[src/rtl/crpa_cmult_if.sv]
// Sample/weight/control bundle for the CRPA complex multiplier.
// The master drives the sample side; the slave is the multiplier.
interface crpa_cmult_if #(
    parameter int A_width   = 16,
    parameter int B_width   = 16,
    parameter int OUT_width = 16
);
    logic                        ce;
    logic                        clr;
    logic                        in_valid;
    logic                        conj;
    logic signed [A_width-1:0]   A_re;
    logic signed [A_width-1:0]   A_im;
    logic signed [B_width-1:0]   B_re;
    logic signed [B_width-1:0]   B_im;
    logic                        out_valid;
    logic signed [OUT_width-1:0] M_re;
    logic signed [OUT_width-1:0] M_im;
    logic                        out_sat;
    logic [15:0]                 sat_cnt;

    modport master (
        output ce, clr, in_valid, conj, A_re, A_im, B_re, B_im,
        input  out_valid, M_re, M_im, out_sat, sat_cnt
    );

    modport slave (
        input  ce, clr, in_valid, conj, A_re, A_im, B_re, B_im,
        output out_valid, M_re, M_im, out_sat, sat_cnt
    );
endinterface

[src/rtl/crpa_cmult.sv]
// Four-stage complex multiplier (optional conjugate weight) with round-half-up,
// per-component saturation and a sticky saturation counter.
module crpa_cmult #(
    parameter int A_width   = 16,
    parameter int B_width   = 16,
    parameter int OUT_width = 16,
    parameter int SHIFT     = 15
) (
    input  logic        clk,
    input  logic        resetn,
    crpa_cmult_if.slave bus
);
    localparam int PW = A_width + B_width;
    localparam int P  = PW + 1;
    localparam int R  = P + 1;

    // Rounding constant is zero when SHIFT is zero, so one datapath covers both cases.
    localparam logic signed [R-1:0] HALF = (R'(1) << SHIFT) >> 1;
    localparam logic signed [R-1:0] MAXV = (R'(1) << (OUT_width - 1)) - R'(1);
    localparam logic signed [R-1:0] MINV = -(R'(1) << (OUT_width - 1));

    logic signed [A_width-1:0] a_re, a_im;
    logic signed [B_width-1:0] b_re, b_im;
    logic                      conj1, v1;

    logic signed [PW-1:0]      p_rr, p_ii, p_ri, p_ir;
    logic                      conj2, v2;

    logic signed [P-1:0]       sum_re, sum_im;
    logic                      v3;

    logic signed [R-1:0]       rnd_re, rnd_im;
    logic [OUT_width:0]        cl_re, cl_im;

    function automatic logic [OUT_width:0] clamp(input logic signed [R-1:0] v);
        if (v > MAXV)
            return {1'b1, MAXV[OUT_width-1:0]};
        else if (v < MINV)
            return {1'b1, MINV[OUT_width-1:0]};
        else
            return {1'b0, v[OUT_width-1:0]};
    endfunction

    // NOTE: every output of an always_comb is assigned on every path, so no latch is inferred.
    always_comb begin
        rnd_re = (R'(sum_re) + HALF) >>> SHIFT;
        rnd_im = (R'(sum_im) + HALF) >>> SHIFT;
        cl_re  = clamp(rnd_re);
        cl_im  = clamp(rnd_im);
    end

    // NOTE: state uses non-blocking assignments so all stages shift on the same edge.
    always_ff @(posedge clk or negedge resetn) begin
        if (!resetn) begin
            a_re          <= '0;
            a_im          <= '0;
            b_re          <= '0;
            b_im          <= '0;
            conj1         <= 1'b0;
            v1            <= 1'b0;
            p_rr          <= '0;
            p_ii          <= '0;
            p_ri          <= '0;
            p_ir          <= '0;
            conj2         <= 1'b0;
            v2            <= 1'b0;
            sum_re        <= '0;
            sum_im        <= '0;
            v3            <= 1'b0;
            bus.M_re      <= '0;
            bus.M_im      <= '0;
            bus.out_sat   <= 1'b0;
            bus.out_valid <= 1'b0;
        end else if (bus.ce) begin
            a_re          <= bus.A_re;
            a_im          <= bus.A_im;
            b_re          <= bus.B_re;
            b_im          <= bus.B_im;
            conj1         <= bus.conj;
            v1            <= bus.in_valid;

            p_rr          <= PW'(a_re) * PW'(b_re);
            p_ii          <= PW'(a_im) * PW'(b_im);
            p_ri          <= PW'(a_re) * PW'(b_im);
            p_ir          <= PW'(a_im) * PW'(b_re);
            conj2         <= conj1;
            v2            <= v1;

            // Conjugating the weight flips the sign of every B_im term.
            sum_re        <= conj2 ? P'(p_rr) + P'(p_ii) : P'(p_rr) - P'(p_ii);
            sum_im        <= conj2 ? P'(p_ir) - P'(p_ri) : P'(p_ri) + P'(p_ir);
            v3            <= v2;

            bus.M_re      <= cl_re[OUT_width-1:0];
            bus.M_im      <= cl_im[OUT_width-1:0];
            bus.out_sat   <= cl_re[OUT_width] | cl_im[OUT_width];
            bus.out_valid <= v3;
        end
    end

    // Clear wins over counting and does not wait for ce.
    always_ff @(posedge clk or negedge resetn) begin
        if (!resetn)
            bus.sat_cnt <= '0;
        else if (bus.clr)
            bus.sat_cnt <= '0;
        else if (bus.ce && bus.out_valid && bus.out_sat && (bus.sat_cnt != 16'hFFFF))
            bus.sat_cnt <= bus.sat_cnt + 16'd1;
    end
endmodule

[src/flat_wrapper.sv]
// flat-port wrapper written by rule: the top's interface ports become plain ports
module crpa_cmult_flat 
#(
    parameter int A_width   = 16,
    parameter int B_width   = 16,
    parameter int OUT_width = 16,
    parameter int SHIFT     = 15
)
  (clk, resetn, bus_ce, bus_clr, bus_in_valid, bus_conj, bus_A_re, bus_A_im, bus_B_re, bus_B_im, bus_out_valid, bus_M_re, bus_M_im, bus_out_sat, bus_sat_cnt);
  crpa_cmult_if #(.A_width(A_width), .B_width(B_width), .OUT_width(OUT_width)) bus_i ();
  input  logic clk;
  input  logic resetn;
  input wire logic [$bits(bus_i.ce)-1:0] bus_ce;
  input wire logic [$bits(bus_i.clr)-1:0] bus_clr;
  input wire logic [$bits(bus_i.in_valid)-1:0] bus_in_valid;
  input wire logic [$bits(bus_i.conj)-1:0] bus_conj;
  input wire logic [$bits(bus_i.A_re)-1:0] bus_A_re;
  input wire logic [$bits(bus_i.A_im)-1:0] bus_A_im;
  input wire logic [$bits(bus_i.B_re)-1:0] bus_B_re;
  input wire logic [$bits(bus_i.B_im)-1:0] bus_B_im;
  output wire logic [$bits(bus_i.out_valid)-1:0] bus_out_valid;
  output wire logic [$bits(bus_i.M_re)-1:0] bus_M_re;
  output wire logic [$bits(bus_i.M_im)-1:0] bus_M_im;
  output wire logic [$bits(bus_i.out_sat)-1:0] bus_out_sat;
  output wire logic [$bits(bus_i.sat_cnt)-1:0] bus_sat_cnt;
  assign bus_i.ce = bus_ce;
  assign bus_i.clr = bus_clr;
  assign bus_i.in_valid = bus_in_valid;
  assign bus_i.conj = bus_conj;
  assign bus_i.A_re = bus_A_re;
  assign bus_i.A_im = bus_A_im;
  assign bus_i.B_re = bus_B_re;
  assign bus_i.B_im = bus_B_im;
  assign bus_out_valid = bus_i.out_valid;
  assign bus_M_re = bus_i.M_re;
  assign bus_M_im = bus_i.M_im;
  assign bus_out_sat = bus_i.out_sat;
  assign bus_sat_cnt = bus_i.sat_cnt;
  crpa_cmult #(.A_width(A_width), .B_width(B_width), .OUT_width(OUT_width), .SHIFT(SHIFT)) u_core (.clk(clk), .resetn(resetn), .bus(bus_i));
endmodule
[config.mk]
export PLATFORM = sky130hd
export DESIGN_NAME = crpa_cmult_flat
export DESIGN_NICKNAME = d
export VERILOG_FILES = /design/src/rtl/crpa_cmult_if.sv /design/src/rtl/crpa_cmult.sv /design/src/flat_wrapper.sv
export SDC_FILE = /design/constraint.sdc
export NUM_CORES = 2
export LEC_CHECK = 0
export ABC_CLOCK_PERIOD_IN_PS = 7200
export CELL_PAD_IN_SITES_DETAIL_PLACEMENT = 0
export CELL_PAD_IN_SITES_GLOBAL_PLACEMENT = 1
export CORE_MARGIN = 10
export CORE_UTILIZATION = 35
export CTS_CLUSTER_DIAMETER = 100
export DETAILED_ROUTE_END_ITERATION = 6
export DONT_BUFFER_PORTS = 1
export GPL_ROUTABILITY_DRIVEN = 0
export HOLD_SLACK_MARGIN = 0.12
export PLACE_DENSITY = 0.65
export SLEW_MARGIN = 15
export SYNTH_ARGS = -nofsm -noshare
export SYNTH_HDL_FRONTEND = slang
export SYNTH_SLANG_ARGS = --single-unit
[constraint.sdc]
create_clock -name clk -period 7.2 [get_ports clk]
set_input_delay 1.44 -clock clk [delete_from_list [all_inputs] [get_ports clk]]
set_output_delay 1.44 -clock clk [all_outputs]
set_load 0.1 [all_outputs]
# Word level (Yosys, flattened, before mapping)
# Index checks and enable logic that the tools add are counted.
# word_totals
register_bits	313
word_cells	49
# classes
add_sub_neg	7
multipliers	4
magnitude_cmp	4
n_eq_ne	1
n_mux	8
bitwise	1
n_reduce_logical	4
# op_table
cell	n
16-bit by 16-bit multiplier with 32-bit output	4
33-bit by 16-bit adder with 34-bit output (second input constant)	2
17-bit 2-to-1 mux	4
32-bit by 32-bit adder with 33-bit output	2
33-bit 2-to-1 mux	2
32-bit by 32-bit subtractor with 33-bit output	2
19-bit by 16-bit greater-than comparator with 1-bit output (second input constant)	2
19-bit by 16-bit less-than comparator with 1-bit output (second input constant)	2
16-bit 2-to-1 mux	2
16-bit by 1-bit adder with 16-bit output (second input constant)	1
16-bit != test (second input constant)	1
1-bit logical AND	3
2-bit nonzero test	1
1-bit OR	1

# Depth between registers and ports, before layout
# depth
ltp_word	5
mapped_depth	24
mapped_depth_nobuf	22

# Least setup slack after synthesis
# Ideal clock, no wire load.
# synth_timing
path_kind	reg-to-reg
from	register u_core.a_re[15]
to	register u_core.p_ri[31]
setup_time_ns	0.124
arrival_time_ns	6.347
required_ns	7.076
path_slack_ns	0.729
path_stages_with_launch	22
n_path_buf	1
synth_period_minus_slack_ns	6.471
path_cell_list	dfrtp_1 > clkbuf_1 > nand2_1 > inv_1 > fa_1 > fa_1 > fa_1 > fa_1 > fa_1 > inv_1 > fa_1 > inv_1 > ha_1 > a21o_1 > a21o_1 > a21oi_1 > o211ai_1 > or3_1 > and3_1 > o31a_1 > o21a_1 > o31a_1
# synth_via
elab_chain_cells	1
# synth_rtl
element	line_no	source
from (decl)	crpa_cmult.sv:22	logic signed [A_width-1:0] a_re, a_im;
from (signal assigned)	crpa_cmult.sv:75	a_re <= bus.A_re;
16-bit by 16-bit multiplier with 32-bit output	crpa_cmult.sv:84	p_ri <= PW'(a_re) * PW'(b_im);
to (signal assigned)	crpa_cmult.sv:84	
to (decl)	crpa_cmult.sv:26	logic signed [PW-1:0] p_rr, p_ii, p_ri, p_ir;
# No other way between the ends.
# A chain may end at the register's enable or synchronous reset.

# Worst setup path after layout
# layout_timing
from	register u_core.b_re[3]
to	register u_core.p_rr[30]
# layout_via
elab_chain_cells	1
# layout_rtl
element	line_no	source
from (decl)	crpa_cmult.sv:23	logic signed [B_width-1:0] b_re, b_im;
from (signal assigned)	crpa_cmult.sv:77	b_re <= bus.B_re;
16-bit by 16-bit multiplier with 32-bit output	crpa_cmult.sv:82	p_rr <= PW'(a_re) * PW'(b_re);
to (signal assigned)	crpa_cmult.sv:82	
to (decl)	crpa_cmult.sv:26	
# No other way between the ends.

==> impl_metrics.ini <==
[floorplan]
die_w_um = 413
boundaryPins = 120
rows = 144
initial_core_util = 0.352
die_h_um = 413
die_area_um2 = 171000
core-area_um2 = 154000

[synth]
yosys-top-cells-count = inv_1 (1160), fa_1 (1048), nand2_1 (571)
synth_top_family_by_area = adder cells
synthAdderAreaFrac = 0.479
synth_mux_area_frac = 0.0346
synth_most_common_cell = inv_1
ys_warn_count = 0
synthXorXnorAreaFrac = 0.0405
synth-seq-area-share = 0.132
async_flop_share = 1.00
synth_top_area_frac = 0.388
synthTopCellsByArea = fa_1 (39%), dfrtp_1 (13%), ha_1 (9.1%)
synth_cell_types = 77
synth_edf_count = 0
synth_compound_area_frac = 0.0711
synthCells = 5730
syn_area_um2 = 54100
synth_seq_cells = 285
synth_top_cell_by_area = fa_1
synthSimpleGateAreaFrac = 0.145
syn_area_per_cell_um2 = 9.45
syn_nets = 7243
synthFlopType = dfrtp_1

[worst_setup_path]
slowest_delay_ns = 0.87
worstSetupPathType = register to register
crit_start = u_core.b_re[3]
endpoint = u_core.p_rr[30]
cp_slowest_cell = dfrtp_1
worst-path-max-fanout = 17
reg2reg_to = u_core.p_rr[30]
r2r_slack_ns = 0.33
worst_setup_path_end_kind = register
startpoint_type = register
arrival_ns = 7.39
r2r_cells = 17
crit_top_cell = fa_1
cp.required_ns = 7.73
crit_chain = and2_1 -> fa_1 -> fa_1 -> fa_1 -> fa_1 -> fa_1 -> inv_1 -> fa_1 -> inv_1 -> ha_1 -> a21o_1 -> a2111oi_0 -> o211ai_1 -> a31o_1 -> a41o_1 -> xor2_1 -> mux2_2
reg2reg_from = u_core.b_re[3]

[cts]
cts_tree = built
cts.root.buffer_cell = clkbuf_16
htree_levels = 2
post_cts_buffers = 0
numCtsBuffers = 47
cts_num_sinks = 285
clk_pin_slew_ns = 0.06
clk_latency_ns = 0.65
hold_buffers = 0
cts_buffer_depth = 3

[cells_and_area]
design_area_um2 = 59000
drive_above_1_share = 0.0772
nFillCells = 15600
area_delta_synth_final_pct = 9.02
finalNonFillerCells = 7788
finalNetCount = 7211

[grt]
grt-ovfl-total = 0
grt_pass1_vias = 41900
use_met1 = 0.246
grt_antenna_before_repair = 31
track_usage = 0.181
gr-usage-met2 = 0.299
grt_max_degree = 324
grt_pass1_wl_um = 242000
grt.busiest_layer = met2
globalRouteMet3Util = 0.0316

[drt]
drt_wl_total_um = 149000
vias_per_cell = 4.88
firstDrtPassIters = 5
num_vias = 38000
drc = 0
routedWlPerCell_um = 19.1
drt-initial-drc-count = 2079
antenna_left = 0

[sta]
slew_headroom = 0.0698
finalSetupViolCount = 0
drv_slew = 0
finalCritPeriodShare = 0.954
min_period_ns = 6.87
rsz0062_at_grt = no
max_freq_ghz = 0.146
worst_pin_slew_ns = 1.40
skew_ns = 0.0262
tns_ns = 0
hold_violations = 0

[place]
dp.cells = 7693
postPlaceCellArea_um2 = 57300
dpl.hpwl_um = 120000
io_buffer_count = 0

[hold_path]
hp-start = u_core.p_ir[7]
holdCritPathClass = register to register

[status]
status = finished, final reports clean

[job]
drv_cap = 0
-- metal layers --
layer,vias to the layer above,part of all wire,wire length (µm)
met2,645,0.46,69200
met1,19600,0.46,67900
met3,182,0.050,7400
met4,30,0.030,4400
li1,17500,-,-
met5,-,0.0012,184
-- registers in the layout (all words and copies together) (netlist names) --
signal,cells
u_core.p_ri,32
u_core.v2,1
u_core.bus.out_valid,1
u_core.bus.out_sat,1
u_core.sum_im,19
u_core.p_ir,32
u_core.p_ii,32
u_core.a_im,16
u_core.bus.M_im,16
u_core.b_re,16
u_core.conj2,1
u_core.conj1,1
u_core.a_re,16
u_core.b_im,16
u_core.bus.M_re,16
u_core.sum_re,19
u_core.p_rr,32
u_core.v3,1
u_core.bus.sat_cnt,16
u_core.v1,1
-- repair_timing --
item                                   in CTS  in global routing
endpoints found under the hold margin       0                  0
setup endpoints to repair                   0                  4
resized for setup                           0                  8
-- how the worst min path moves through the flow --
stage	to	slack [ns]	cells after the start
global placement	u_core.p_ir[13]	0.48	1
finish	u_core.p_ir[7]	0.49	1
floorplan	u_core.p_ir[17]	0.46	2
global route	u_core.bus.M_re[0]	0.46	0
detailed placement	u_core.p_ir[7]	0.48	1
CTS	u_core.sum_re[27]	0.44	0
-- per-stage QoR --
step	setup WS, ns	utilization	hold slack, ns
2_1_floorplan	0.729	-	0.458
3_3_place_gp	0.324	0.373	0.479
3_5_place_dp	0.262	0.373	0.484
4_1_cts	0.268	0.383	0.437
5_1_grt	0.0186	0.383	0.461
6_report	0.335	0.383	0.493
-- final cells by class --
class | instances | area [µm²] | area share
Antenna cell | 8 | 20.0 | 0.000339
Sequential cell | 285 | 7140 | 0.121
Tap cell | 2044 | 2560 | 0.0433
Clock buffer | 67 | 1370 | 0.0233
Inverter | 1163 | 4370 | 0.0740
Multi-Input combinational cell | 4024 | 41700 | 0.706
Clock inverter | 20 | 262 | 0.00443
Timing Repair Buffer | 177 | 1620 | 0.0274
-- cells in the final DEF, fill, tap and decap left out, types with 80 or more instances in the layout --
master   count
inv_1     1160
fa_1      1048
nand2_1    571
and2_1     499
ha_1       395
dfrtp_1    277
nor2_1     212
a21oi_1    186
xnor2_1    165
mux2_2     162
buf_4      154
xor2_1      85
a21o_1      80
-- kinds of logic (layout without fill, tap and decap cells) --
| logic type | after synthesis | count (layout) |
|---|---|---|
| AOI/OAI and AO/OA | 595 | 595 |
| xor gates and xnor gates | 250 | 250 |
| adders and majority gates | 1443 | 1443 |
| buffers and inverters | 1421 | 1427 |
| DFF | 285 | 285 |
| muxes | 167 | 167 |
| other | 0 | 8 |
| and+or+nand+nor | 1569 | 1569 |
-- worst max-delay path: cells and delay by family, from the launching register on --
kind / cells / cell delay [ns]
DFF: 1 / 0.87
AOI/OAI and AO/OA: 5 / 1.63
muxes: 1 / 0.25
and+or+nand+nor: 1 / 0.25
xor gates and xnor gates: 1 / 0.14
buffers and inverters: 2 / 0.09
adders and majority gates: 7 / 3.53
Power is left out: the tool's default activity adds up to more than one toggle a clock period on the data nets, which glitch-free logic cannot reach.
